[config.mk]
export PLATFORM = sky130hd
export DESIGN_NAME = accel_issue_arbiter
export DESIGN_NICKNAME = d
export VERILOG_FILES = /design/src/rtl/accel_issue_arbiter.sv
export SDC_FILE = /design/constraint.sdc
export NUM_CORES = 1
export LEC_CHECK = 0
export ABC_AREA = 1
export ABC_CLOCK_PERIOD_IN_PS = 3900
export BUFFER_PORTS_ARGS = -buffer_cell sky130_fd_sc_hd__buf_2
export CAP_MARGIN = 30
export CORE_MARGIN = 4
export CORE_UTILIZATION = 53
export CTS_CLUSTER_SIZE = 28
export DETAILED_ROUTE_END_ITERATION = 6
export PLACE_DENSITY = 0.78
export SYNTH_ARGS = -nofsm -noshare
export SYNTH_HDL_FRONTEND = slang
export SYNTH_SLANG_ARGS = --single-unit
[constraint.sdc]
create_clock -name clkIn -period 3.9 [get_ports clkIn]
set_clock_uncertainty 0.1 [all_clocks]
set_input_delay 1.17 -clock clkIn [delete_from_list [all_inputs] [get_ports clkIn]]
set_output_delay 1.17 -clock clkIn [all_outputs]
set_load 0.005 [all_outputs]
[src/rtl/accel_issue_arbiter.sv]
// Two-requester round-robin front end for a fixed-latency, non-stallable datapath.
// Results return through per-requester FWFT FIFOs; credits keep the FIFOs from overflowing.
module accel_issue_arbiter #(
  parameter int DATA_WIDTH = 32,
  parameter int LATENCY    = 4,
  parameter int FIFO_DEPTH = 4
) (
  input  logic                    clkIn,
  input  logic                    rstIn,
  input  logic [2*DATA_WIDTH-1:0] reqAIn,
  input  logic [2*DATA_WIDTH-1:0] reqBIn,
  input  logic [1:0]              reqValidIn,
  output logic [1:0]              reqReadyOut,
  output logic [DATA_WIDTH-1:0]   dataAOut,
  output logic [DATA_WIDTH-1:0]   dataBOut,
  output logic                    validOut,
  input  logic [DATA_WIDTH-1:0]   resultIn,
  input  logic                    resultValidIn,
  output logic [2*DATA_WIDTH-1:0] respDataOut,
  output logic [1:0]              respValidOut,
  input  logic [1:0]              respReadyIn,
  output logic                    busyOut,
  output logic                    errorOut
);

  localparam int CW = $clog2(FIFO_DEPTH) + 1;
  localparam int AW = $clog2(FIFO_DEPTH);

  logic [1:0]            w_eligible;
  logic [1:0]            w_grant;
  logic [1:0]            w_pop;
  logic [1:0]            w_push;
  logic [1:0]            w_lost;
  logic [1:0]            w_credit_nz;
  logic                  w_accept;
  logic                  w_sel;
  logic                  w_tag_valid;
  logic                  w_tag_id;

  logic                  r_ptr;
  logic                  r_valid_out;
  logic                  r_issue_id;
  logic [DATA_WIDTH-1:0] r_data_a;
  logic [DATA_WIDTH-1:0] r_data_b;
  logic [LATENCY-1:0]    r_tag_valid;
  logic [LATENCY-1:0]    r_tag_id;
  logic                  r_error;

  // Pointer only breaks ties; a lone eligible requester always wins.
  always_comb begin
    w_grant = w_eligible;
    if (w_eligible == 2'b11) begin
      w_grant = r_ptr ? 2'b10 : 2'b01;
    end
  end

  assign w_accept    = |w_grant;
  assign w_sel       = w_grant[1];
  assign w_tag_valid = r_tag_valid[LATENCY-1];
  assign w_tag_id    = r_tag_id[LATENCY-1];

  always_ff @(posedge clkIn) begin
    if (rstIn) begin
      r_ptr       <= 1'b0;
      r_valid_out <= 1'b0;
      r_issue_id  <= 1'b0;
      r_data_a    <= '0;
      r_data_b    <= '0;
      r_error     <= 1'b0;
    end else begin
      r_valid_out <= w_accept;
      r_issue_id  <= w_sel;
      r_data_a    <= w_accept ? (w_sel ? reqAIn[2*DATA_WIDTH-1:DATA_WIDTH] : reqAIn[DATA_WIDTH-1:0]) : '0;
      r_data_b    <= w_accept ? (w_sel ? reqBIn[2*DATA_WIDTH-1:DATA_WIDTH] : reqBIn[DATA_WIDTH-1:0]) : '0;
      if (w_accept) begin
        r_ptr <= ~w_sel;
      end
      if (resultValidIn != w_tag_valid) begin
        r_error <= 1'b1;
      end
    end
  end

  // Stage LATENCY-1 lines up with the result expected from the datapath this cycle.
  always_ff @(posedge clkIn) begin
    if (rstIn) begin
      r_tag_valid <= '0;
      r_tag_id    <= '0;
    end else begin
      r_tag_valid[0] <= r_valid_out;
      r_tag_id[0]    <= r_issue_id;
      for (int k = 1; k < LATENCY; k++) begin
        r_tag_valid[k] <= r_tag_valid[k-1];
        r_tag_id[k]    <= r_tag_id[k-1];
      end
    end
  end

  generate
    for (genvar gi = 0; gi < 2; gi++) begin : g_req
      logic [DATA_WIDTH-1:0] r_mem [FIFO_DEPTH];
      logic [AW-1:0]         r_wr_ptr;
      logic [AW-1:0]         r_rd_ptr;
      logic [CW-1:0]         r_count;
      logic [CW-1:0]         r_credit;

      assign w_eligible[gi]  = reqValidIn[gi] & (r_credit < CW'(FIFO_DEPTH));
      assign w_push[gi]      = w_tag_valid & resultValidIn & (w_tag_id == 1'(gi));
      assign w_lost[gi]      = w_tag_valid & ~resultValidIn & (w_tag_id == 1'(gi));
      assign w_pop[gi]       = respValidOut[gi] & respReadyIn[gi];
      assign w_credit_nz[gi] = (r_credit != '0);

      assign respValidOut[gi] = (r_count != '0);
      assign respDataOut[gi*DATA_WIDTH +: DATA_WIDTH] = respValidOut[gi] ? r_mem[r_rd_ptr] : '0;

      always_ff @(posedge clkIn) begin
        if (w_push[gi]) begin
          r_mem[r_wr_ptr] <= resultIn;
        end
      end

      // A lost slot still holds a credit, so it is released here alongside pops.
      always_ff @(posedge clkIn) begin
        if (rstIn) begin
          r_wr_ptr <= '0;
          r_rd_ptr <= '0;
          r_count  <= '0;
          r_credit <= '0;
        end else begin
          if (w_push[gi]) begin
            r_wr_ptr <= r_wr_ptr + AW'(1);
          end
          if (w_pop[gi]) begin
            r_rd_ptr <= r_rd_ptr + AW'(1);
          end
          r_count  <= r_count + CW'(w_push[gi]) - CW'(w_pop[gi]);
          r_credit <= r_credit + CW'(w_grant[gi]) - CW'(w_pop[gi]) - CW'(w_lost[gi]);
        end
      end
    end
  endgenerate

  assign reqReadyOut = w_grant;
  assign dataAOut    = r_data_a;
  assign dataBOut    = r_data_b;
  assign validOut    = r_valid_out;
  assign busyOut     = (|w_credit_nz) | r_valid_out;
  assign errorOut    = r_error;

endmodule

==> out/qor.txt <==
Max-slew violations - 0
Post-synth cell types - 24
Slew @ Worst Pin - 0.932 ns
Post-DRT Antenna Nets - 0
Slew margin rel. - 37.8%
Outcome - completed
Crit Path Max Fanout - 19
Layout area overhead - 20.8%
Critical Path Start - g_req[1].r_count[2]$_SDFF_PP0_
Final setup vio count - 0
Hold path start - r_tag_id[2]$_SDFF_PP0_
Initial Util - 54.5%
Io pins - 302
HP Class - reg2reg
Power Density - 608 nW/um2
Final non-filler cell total - 2049
Pre-antenna DRT Iters - 5
Row count - 59
Final min period - 3.54 ns
MaxCap Viol Count - 0
Vias - 10712
H-tree depth - 2
Die Y - 172 um
Period utilization - 90.8%
Post-synth EDFFs - 256
RSZ-0062 raised after global routing - no
Worst EP required - 2.63 ns
Root Buffer Master - clkbuf_16
Crit path kind - reg2out
Placed Cells - 1979
Core area - 26300 um2
Most common cell after layout, fill and taps aside - nor2_1
Hold-fix buffers at CTS - 0
CP Capture Type - primary output
Layout cell share with drive strength beyond 1 - 23.2%
# Post-CTS Setup Buffers - 0
Syn_area_per_cell - 10.3 um2
Clk buf depth - 3
Asr flop ratio synth - 0%
Post-Route WL - 35800 um
Flops & latches, synth - 356
Post_cts resized - 0
DRC viols - 0
Placer's final routability congestion estimate - 0.848
Worst EP arrival - 2.27 ns
Setup crit start kind - register
GRT Total Usage - 23.7%
Starting DRC count in detailed routing - 769
Post-synth top flop - edfxtp_1
Final Hold Fails - 0
Syn Inst Count - 1393
Worst R2R Start - g_req[1].r_count[2]$_SDFF_PP0_
Gr ovfl total - 0
Leakage - 7.45 nW
TNS Setup - 0 ns
Initial antenna violation count - 4
Nets - 1873
DIE WIDTH - 172 um
Number of global-route vias before repair - 10715
First-pass GRT wire length - 55000 um
Reg clk slew, reported paths - 0.06 ns
Achievable frequency - 0.282 GHz
Yosys warnings - 0
Hpwl dp - 23300 um
TritonCTS clock tree - yes
Pin count of the biggest net entering global routing - 66
DR WL/cell - 17.5 um
Syn nets - 1583
Die Area - 29700 um2
Worst skew pair latency - 0.50 ns
Routed vias/inst - 5.23
Seq/Total Area, Yosys - 67.7%
Maximum VDD drop - 0.330 mV
Most frequent cells in the layout - 420 x nor2_1, 301 x buf_2, 256 x edfxtp_1
CTS Sinks - 356
CTS buffer count - 37
I/O Buffers - 301
Post-Synthesis Cell Area - 14300 um2
state kept, by name, indices dropped and copies added, names as in the netlist, 4 cells and up, named ones only:
register and flops:
g_req.r_mem 256, g_req.r_wr_ptr 4, r_tag_id 4, dataBOut 32, g_req.r_rd_ptr 4, dataAOut 32
r_tag_valid 4, g_req.r_count 6, g_req.r_credit 6
layer usage:
layer  part of all wire (%)  up-vias  wire length, um  GRT usage [%]
met2                     52      463            18500           41.7
met5                      0        -                0              0
met4                    4.6        0             1640           11.8
li1                       -     5158                -              -
met3                    8.5       96             3030           6.01
met1                     35     4995            12600           26.7
final timing paths:
check                                                      end  slack, ns  cells past startpoint
worst max-delay path                           respDataOut[61]       0.36                      6
worst max register to register  g_req[1].r_count[2]$_SDFF_PP0_       1.53                     11
worst min-delay path                    r_tag_id[3]$_SDFF_PP0_       0.30                      2
worst min register to register          r_tag_id[3]$_SDFF_PP0_       0.30                      2
synthesized netlist by cell type (8+ instances only):
| library cell | n | area (um2) |
|---|---|---|
| buf_2 | 35 | 175 |
| dfxtp_1 | 100 | 2000 |
| nand3_1 | 71 | 355 |
| ha_1 | 20 | 250 |
| clkbuf_1 | 22 | 82.6 |
| buf_4 | 8 | 60.1 |
| inv_1 | 125 | 469 |
| o21ai_0 | 131 | 656 |
| nand2_1 | 91 | 342 |
| a21oi_1 | 74 | 370 |
| edfxtp_1 | 256 | 7690 |
| nor2_1 | 428 | 1610 |
report_power, final:
part / leakage (nW) / switching (mW) / internal, mW / total (mW)
sequential: 3.13 / 0.0919 / 4.27 / 4.36
combinational: 3.76 / 1.85 / 1.01 / 2.86
clock: 0.559 / 1.38 / 1.91 / 3.29
area by class of cell:
cell class	count	area, um2
sequential	356	9690
fill	2033	8990
multi-input combinational	832	3820
timing repair buffer	327	1730
clock buffer	57	1080
inverter	129	484
tap	335	419
clock inverter	9	52.6
antenna	4	10.0
logic make-up after synthesis:
family	count (synthesis)	synth area share, %
AO/OA/AOI/OAI	209	7.36
XOR/XNOR	6	0.367
adder cells (fa/ha/maj)	23	2.17
buffers and inverters	205	6.15
flip-flops	356	67.7
AND/OR/NAND/NOR	594	16.3
critical path, stage by stage, from the launching register on:
cell and delay, ns:
dfxtp_1 0.34, nor2_1 0.11, nand2_1 0.13, inv_1 0.63, buf_4 0.34, a21oi_1 0.08
buf_2 0.14
stage by stage:
stage	total power, mW	setup WS, ns	cell area, um2	utilization, %	hold WS [ns]
after global routing	11.1	0.219	17300	65.8	0.319
final	10.5	0.360	17300	65.8	0.303
after detailed placement	7.30	0.662	16100	61.4	0.295
after CTS	10.6	0.353	17300	65.7	0.305
after floorplan	6.10	0.430	14300	-	0.288
after global placement	7.22	0.754	16100	61.4	0.291
Note: power is estimated with default switching activity, not from simulation.
